==> config.mk <==
export PLATFORM = sky130hd
export DESIGN_NAME = mem_arbiter
export DESIGN_NICKNAME = d
export VERILOG_FILES = /design/src/rtl/mem_arbiter_pkg.sv /design/src/rtl/mem_arbiter_lat_counter.sv /design/src/rtl/mem_arbiter.sv
export SDC_FILE = /design/constraint.sdc
export NUM_CORES = 1
export LEC_CHECK = 0
export ABC_AREA = 1
export BUFFER_PORTS_ARGS = -buffer_cell sky130_fd_sc_hd__buf_2
export CORE_AREA = 2 2 78 80
export DETAILED_ROUTE_END_ITERATION = 10
export DIE_AREA = 0 0 80 82
export PLACE_DENSITY = 0.91
export RECOVER_POWER = 100
export SLEW_MARGIN = 10
export SYNTH_ARGS = -nofsm -noshare
export SYNTH_HDL_FRONTEND = slang
export SYNTH_SLANG_ARGS = --single-unit
==> constraint.sdc <==
create_clock -name CLK -period 2.55 [get_ports CLK]
set_input_delay 0.51 -clock CLK [delete_from_list [all_inputs] [get_ports CLK]]
set_output_delay 0.51 -clock CLK [all_outputs]
set_load 0.005 [all_outputs]
==> src/rtl/mem_arbiter_pkg.sv <==
// Shared processor definitions: arbiter FSM/owner encodings and core opcode constants.
package mem_arbiter_pkg;

  typedef enum logic [1:0] {
    IDLE   = 2'd0,
    ACCESS = 2'd1,
    WAIT   = 2'd2,
    RESP   = 2'd3
  } arb_state_t;

  typedef enum logic {
    OWN_IF = 1'b0,
    OWN_LS = 1'b1
  } owner_t;

  localparam logic [6:0] OP_LOAD   = 7'b0000011;
  localparam logic [6:0] OP_STORE  = 7'b0100011;
  localparam logic [6:0] OP_OP_IMM = 7'b0010011;
  localparam logic [6:0] OP_OP     = 7'b0110011;
  localparam logic [6:0] OP_BRANCH = 7'b1100011;
  localparam logic [6:0] OP_JAL    = 7'b1101111;

  localparam int unsigned LAT_CNT_W = 4;

endpackage

==> src/rtl/mem_arbiter_lat_counter.sv <==
// Memory latency down-counter: loaded at grant, decremented through ACCESS/WAIT.
module lat_counter #(
  parameter int unsigned WIDTH = 4
) (
  input  logic             clk,
  input  logic             rst,
  input  logic             load,
  input  logic [WIDTH-1:0] load_val,
  input  logic             dec,
  output logic             zero
);

  logic [WIDTH-1:0] count;

  always_ff @(posedge clk) begin
    if (rst) begin
      count <= '0;
    end else if (load) begin
      count <= load_val;
    end else if (dec && (count != '0)) begin
      count <= count - 1'b1;
    end
  end

  assign zero = (count == '0);

endmodule

==> src/rtl/mem_arbiter.sv <==
// Single-port memory arbiter between instruction fetch and load/store, LS priority
// with starvation guard for fetch.
module mem_arbiter
  import mem_arbiter_pkg::*;
#(
  parameter int unsigned ADDR_W     = 16,
  parameter int unsigned DATA_W     = 16,
  parameter int unsigned MEM_LAT    = 2,
  parameter int unsigned STARVE_MAX = 3
) (
  input  logic              CLK,
  input  logic              RST,
  input  logic              if_req,
  input  logic [ADDR_W-1:0] if_addr,
  output logic              if_gnt,
  output logic              if_rvalid,
  input  logic              ls_req,
  input  logic              ls_we,
  input  logic [ADDR_W-1:0] ls_addr,
  input  logic [DATA_W-1:0] ls_wdata,
  output logic              ls_gnt,
  output logic              ls_rvalid,
  output logic [DATA_W-1:0] rdata,
  output logic              mem_en,
  output logic              mem_we,
  output logic [ADDR_W-1:0] mem_addr,
  output logic [DATA_W-1:0] mem_wdata,
  input  logic [DATA_W-1:0] mem_rdata,
  output logic              stall
);

  arb_state_t        state, state_nxt;
  owner_t            owner;
  logic [ADDR_W-1:0] lat_addr;
  logic              lat_we;
  logic [DATA_W-1:0] lat_wdata;
  logic [DATA_W-1:0] rdata_q;
  logic [DATA_W-1:0] resp_data;
  logic [2:0]        starve_cnt;
  logic              starved, ls_win, if_win, grant, lat_zero, lat_dec;

  // Fetch overrides LS priority only once it has been passed over STARVE_MAX times.
  always_comb begin
    starved = if_req && ls_req && (starve_cnt == 3'(STARVE_MAX));
    ls_win  = ls_req && !starved;
    if_win  = if_req && !ls_win;
    grant   = !RST && (state == IDLE) && (if_req || ls_req);
    lat_dec = (state == ACCESS) || (state == WAIT);
    resp_data = lat_we ? '0 : mem_rdata;
  end

  lat_counter #(
    .WIDTH (LAT_CNT_W)
  ) u_lat_counter (
    .clk      (CLK),
    .rst      (RST),
    .load     (grant),
    .load_val (LAT_CNT_W'(MEM_LAT - 1)),
    .dec      (lat_dec),
    .zero     (lat_zero)
  );

  always_ff @(posedge CLK) begin
    if (RST) begin
      state <= IDLE;
    end else begin
      state <= state_nxt;
    end
  end

  always_comb begin
    state_nxt = state;
    unique case (state)
      IDLE:         if (if_req || ls_req) state_nxt = ACCESS;
      ACCESS, WAIT: state_nxt = lat_zero ? RESP : WAIT;
      RESP:         state_nxt = IDLE;
      default:      state_nxt = IDLE;
    endcase
  end

  always_comb begin
    if_gnt    = 1'b0;
    ls_gnt    = 1'b0;
    if_rvalid = 1'b0;
    ls_rvalid = 1'b0;
    mem_en    = 1'b0;
    mem_we    = 1'b0;
    mem_addr  = '0;
    mem_wdata = '0;
    rdata     = rdata_q;
    if (!RST) begin
      unique case (state)
        IDLE: begin
          if_gnt = if_win;
          ls_gnt = ls_win;
        end
        ACCESS: begin
          mem_en    = 1'b1;
          mem_we    = lat_we;
          mem_addr  = lat_addr;
          mem_wdata = lat_wdata;
        end
        RESP: begin
          if_rvalid = (owner == OWN_IF);
          ls_rvalid = (owner == OWN_LS);
          rdata     = resp_data;
        end
        default: ;
      endcase
    end
    stall = !RST && ((if_req && !if_rvalid) || (ls_req && !ls_rvalid) || (state != IDLE));
  end

  always_ff @(posedge CLK) begin
    if (RST) begin
      owner      <= OWN_IF;
      lat_addr   <= '0;
      lat_we     <= 1'b0;
      lat_wdata  <= '0;
      rdata_q    <= '0;
      starve_cnt <= '0;
    end else begin
      if (grant) begin
        owner     <= ls_win ? OWN_LS : OWN_IF;
        lat_addr  <= ls_win ? ls_addr : if_addr;
        lat_we    <= ls_win && ls_we;
        lat_wdata <= ls_win ? ls_wdata : '0;
        if (if_win) begin
          starve_cnt <= '0;
        end else if (if_req && (starve_cnt != 3'(STARVE_MAX))) begin
          starve_cnt <= starve_cnt + 3'd1;
        end
      end
      if (state == RESP) begin
        rdata_q <= resp_data;
      end
    end
  end

endmodule
# After elaboration in Yosys (flattened, before gate mapping)
# Index checks and enable logic that the tools add are counted.
dict set report word_totals {
  ff_bits 59
  in_bits 69
  out_inout_bits 55
  wordCells 77
}
dict set report op_classes {
  add_sub_neg 2
  eq_ne 6
  n_mux 29
  bitwise 1
  n_reduce_logical 30
}
# op n
set ops {}
lappend ops {{$mux W16} 9}
lappend ops {{$mux W1} 16}
lappend ops {{$logic_and A1 B1 Y1} 12}
lappend ops {{$mux W3} 2}
lappend ops {{$pmux W2 S3} 1}
lappend ops {{$reduce_bool A2 Y1} 3}
lappend ops {{$logic_not A1 Y1} 5}
lappend ops {{$eq A2 B2 Y1 const B} 2}
lappend ops {{$logic_not A4 Y1} 1}
lappend ops {{$logic_or A1 B1 Y1} 4}
lappend ops {{$reduce_bool A4 Y1} 1}
lappend ops {{$reduce_or A2 Y1} 2}
lappend ops {{$sub A4 B1 Y4 const B} 1}
lappend ops {{$add A3 B1 Y3 const B} 1}
lappend ops {{$eq A3 B2 Y1 const B} 1}
lappend ops {{$ne A3 B2 Y1 const B} 1}
lappend ops {{$eq A2 B1 Y1 const B} 1}
lappend ops {{$logic_not A2 Y1} 1}
lappend ops {{$mux W2} 1}
lappend ops {{$ne A2 B1 Y1 const B} 1}
lappend ops {{$reduce_and A2 Y1} 1}
lappend ops {{$not A1 Y1} 1}

# Logic depth before layout (Yosys ltp)
dict set report logic_depth {
  word_depth 8
  depth_mapped 10
  mapped_depth_nobuf 9
}

# Hierarchy
# A second synthesis with hierarchy kept.
dict set report hier_totals {
  hier_cells 486
  hier_area_um2 3141.8
}
# mod n_inst cells_per_inst area_each_um2 seq_area_each_um2
set by_module_without_submodules {}
lappend by_module_without_submodules {mem_arbiter 1 445 2867.8 1101.1}
lappend by_module_without_submodules {lat_counter 1 41 274.0 80.1}

# Worst setup path before layout
# No wires, ideal clock.
dict set report synth_timing {
  kind {register -> output}
  startpoint {register starve_cnt[0]}
  endpoint {output port ls_gnt}
  arrival_time_ns 1.310
  t_required_ns 2.040
  setup_slack_ns 0.730
  path_stages_with_launch 9
  n_path_buf 1
  path_cell_list {dfxtp_1 -> ha_1 -> ha_1 -> nand2_1 -> nand2_2 -> inv_2 -> nand2_1 -> inv_2 -> buf_2}
}
dict set report synth_between {
  elab_chain_cells 6
}
# item line
set synth_rtl {}
lappend synth_rtl {{start, declared} mem_arbiter.sv:39} ;# logic [2:0] starve_cnt;
lappend synth_rtl {{start signal, assigned} mem_arbiter.sv:131} ;# starve_cnt <= starve_cnt + 3'd1;
lappend synth_rtl {{$eq A3 B2 Y1} mem_arbiter.sv:44} ;# starved = if_req && ls_req && (starve_cnt == 3'(STARVE_MAX));
lappend synth_rtl {{$logic_and A1 B1 Y1} mem_arbiter.sv:44}
lappend synth_rtl {{$logic_not A1 Y1} mem_arbiter.sv:45} ;# ls_win = ls_req && !starved;
lappend synth_rtl {{$logic_and A1 B1 Y1} mem_arbiter.sv:45}
lappend synth_rtl {{$mux W1} mem_arbiter.sv:92} ;# unique case (state)
lappend synth_rtl {{$mux W1} mem_arbiter.sv:91} ;# if (!RST) begin
lappend synth_rtl {{end, declared} mem_arbiter.sv:21} ;# output logic ls_gnt,
# Every way passes these cells.

# Worst setup path in the final report
dict set report layout_timing {
  startpoint {register state[1]}
  endpoint {output port mem_wdata[14]}
}
dict set report layout_between {
  elab_chain_cells 3
}
# item line
set layout_rtl {}
lappend layout_rtl {{start, declared} mem_arbiter.sv:32} ;# arb_state_t state, state_nxt;
lappend layout_rtl {{start signal, assigned} mem_arbiter.sv:67} ;# state <= state_nxt;
lappend layout_rtl {{$eq A2 B1 Y1} mem_arbiter.sv:92}
lappend layout_rtl {{$mux W16} mem_arbiter.sv:92}
lappend layout_rtl {{$mux W16} mem_arbiter.sv:91}
lappend layout_rtl {{end, declared} mem_arbiter.sv:27} ;# output logic [DATA_W-1:0] mem_wdata,
# Every way passes these cells.

==> impl_metrics.yaml <==
logic_synthesis:
  synth_adder_area_share_pct: 2.630
  syn_inst: 424
  ys_top_cells_by_area: "dfxtp_1, inv_1, o21ai_0"
  synthSimpleGateAreaFrac_pct: 21.39
  synth-seq-area-share_pct: 41.39
  syn_area_per_cell_um2: 6.731
  ys_types: 26
  syn_nets: 499
  synthXorXnorAreaFrac_pct: 0
  syn_area_mm2: 0.002854
  synth-seq-cells: 59
  synth_top_area_share_pct: 41.39
  synth_compound_area_share_pct: 18.02
  yosysWarnings: 0
  synth_top_family_by_area: "simple AND/OR/NAND/NOR gates"
  synth_mux_area_share_pct: 0
  yosysTopAreaCell: "dfxtp_1"
clock_tree:
  cts-root-buf: "clkbuf_8"
  cts_tree: "yes"
  clock_sinks: 59
  clk_path_buf_depth: 2
  holdBufCountCts: 0
  insertion_delay_ns: 0.32
  cts_buffers: 9
  clk_pin_slew_ns: 0.06
  cts_max_level: 3
cells_and_area:
  diodes: 0
  drive_above_1_share_pct: 19.78
  fill_cells: 552
  fin_nets: 621
  final_common_cell: "inv_1"
  final_cell_mix: "inv_1, nand2_1, buf_2"
  area_growth_pct: 26.22
grt:
  grt_max_degree: 36
  grt_pass1_wl_um: 11130
  globalRouteOverflowTotal: 0
  antenna_found_initial: 0
  grt_pass1_vias: 2700
  grt_usage_pct: 21.40
setup_path:
  critical_path.top_delay_family: "buffers and inverters"
  regToRegSetupSlack_ns: 0.36
  cp-startpoint: "state[1]"
  cp_max_fo: 34
  max_stage_delay_ns: 0.55
  reg2reg_depth: 7
  worstSetupStartpointType: "flip-flop"
  cp.arrival_ns: 1.80
  cp_slowest_cell: "clkbuf_2"
  r2r-end: "lat_wdata[1]"
  worstPathCellList: "inv_1 -> ha_1 -> nand2_1 -> clkbuf_2 -> nor2_1 -> clkbuf_2"
  cp.depth: 6
  required_ns: 2.04
  path_class: "flip-flop to output port"
  cp-end-kind: "output port"
  crit_path_end: "mem_wdata[14]"
  crit_top_cell: "clkbuf_2"
  worst-path-buf-inv: 3
  worst_r2r_startpoint: "state[0]"
route:
  drc_errors: 0
  first_pass_iters: 4
  detail-route-antenna-nets: 0
  wirelength_um: 7058
  vias: 2976
  drt_iter0_markers: 133
  detail_route.wl_per_cell_um: 11.27
  vias_per_cell: 4.754
timing:
  holdWs_ns: 0.3962
  rsz0062_at_grt: "no"
  hold_viol: 0
  fmax_ghz: 0.4329
  finalCritPeriodShare_pct: 90.58
  slew_viol_final: 0
  finalCriticalPeriod_ns: 2.310
  setup_violations: 0
  skew_ns: 0.006119
  timing.max_slew.rel_slack_pct: 43.87
  worst_pin_slew_ns: 0.8410
  setup-tns-final_ns: 0
placement:
  hpwl_um: 5100
  routabilityCongestion: 0.8422
  port_buffers: 123
floorplanning:
  rows: 28
  coreArea_mm2: 0.005746
  die_height_um: 82
  die_area_mm2: 0.006560
  io_pins: 124
  die_w_um: 80
  initial_core_util_pct: 49.67
hold_path:
  hold_class: "input port to flip-flop"
  min-delay-start: "ls_wdata[15]"
power:
  vdd_drop_max_v: 0.0004164
  power.leakage_nw: 1.760
  power.density_mw_per_mm2: 856.9
  p_sw_share_pct: 36.02
  p_switching_mw: 1.112
  combPwrFrac_pct: 33.8
  p_clk_share_pct: 26.4
  p_seq_share_pct: 39.8
  intPower_mw: 1.975
flow_run:
  cap_violations: 0
outcome:
  status: "complete, no violations"
## layout make-up
class	instances	area, um^2	share of cell area [%]
Sequential cell	59	1181	32.79
Multi-Input combinational cell	247	1156	32.09
Timing Repair Buffer	128	595.6	16.53
Inverter	101	381.6	10.59
Clock buffer	11	141.4	3.925
Tap cell	75	93.84	2.605
Clock inverter	5	52.55	1.459
## registers in the layout (all words and copies together) (netlist names)
name / flops
lat_addr: 16
lat_wdata: 16
lat_we: 1
owner: 1
rdata_q: 16
starve_cnt: 3
state: 2
u_lat_counter.count: 4
## stage by stage
| step | instances | power [mW] | worst slack (ns) | utilization [%] | cell area (um^2) |
|---|---|---|---|---|---|
| detailed placement | 610 | 2.341 | 0.5326 | 61.08 | 3510 |
| finish | 626 | 3.087 | 0.2401 | 62.70 | 3602 |
| global placement | 610 | 2.289 | 0.5922 | 61.08 | 3510 |
| CTS | 626 | 3.168 | 0.1905 | 64.46 | 3704 |
| floorplan | 424 | 2.016 | 0.7304 | - | 2854 |
| global route | 626 | 3.345 | 0.1058 | 62.70 | 3602 |
## cells by family after synthesis
group           count (synthesis)
compound gates                 91
fa+ha+maj                       6
buf+inv                       118
flops                          59
simple gates                  150
## worst min-delay path by stage
stage | endpoint | depth (start not counted)
2_1_floorplan | lat_addr[0] | 2
3_3_place_gp | lat_addr[0] | 2
3_5_place_dp | lat_addr[0] | 2
4_1_cts | lat_wdata[0] | 3
5_1_grt | lat_wdata[9] | 3
6_report | lat_wdata[15] | 3
## cells in the mapped netlist
cell      instances
nand4_1           2
o21ai_2           9
nand3_1           5
o21ai_1           2
ha_1              6
o21ai_0          57
nor2_1           64
inv_1            97
nor2_4            2
a21oi_1           5
buf_1             1
nand2_2           1
nand2_4           1
inv_2             3
buf_2            10
dfxtp_1          59
buf_6             2
nor2_2            1
nor3_1            1
a31oi_1           1
o22ai_1          16
inv_4             1
a21oi_2           1
nand2_1          71
nand3b_1          2
clkbuf_1          4
## power by group through the flow
stage	Clock, mW	Sequential (mW)	Combinational (mW)
after floorplan	0	1.23	0.791
after global placement	0	1.24	1.05
after detailed placement	0	1.25	1.10
after CTS	0.835	1.23	1.11
after global routing	0.886	1.25	1.20
final	0.816	1.23	1.04
## layer usage
layer / global-route usage (%) / part of all wire, %
met2: 38.67 / 51
met4: 11.36 / 1.3
met5: 0 / 0
met3: 3.187 / 5.0
met1: 24.37 / 42
## worst min-delay path: stages
cell	delay, ns
buf_2	0.08
nand2_1	0.04
o21ai_0	0.06
## what timing repair did
| action | in CTS | in global routing |
|---|---|---|
| resized for setup | 0 | 1 |
| setup endpoints to repair | 0 | 1 |
| setup buffers | 0 | 0 |
(Power assumes the default switching activity.)
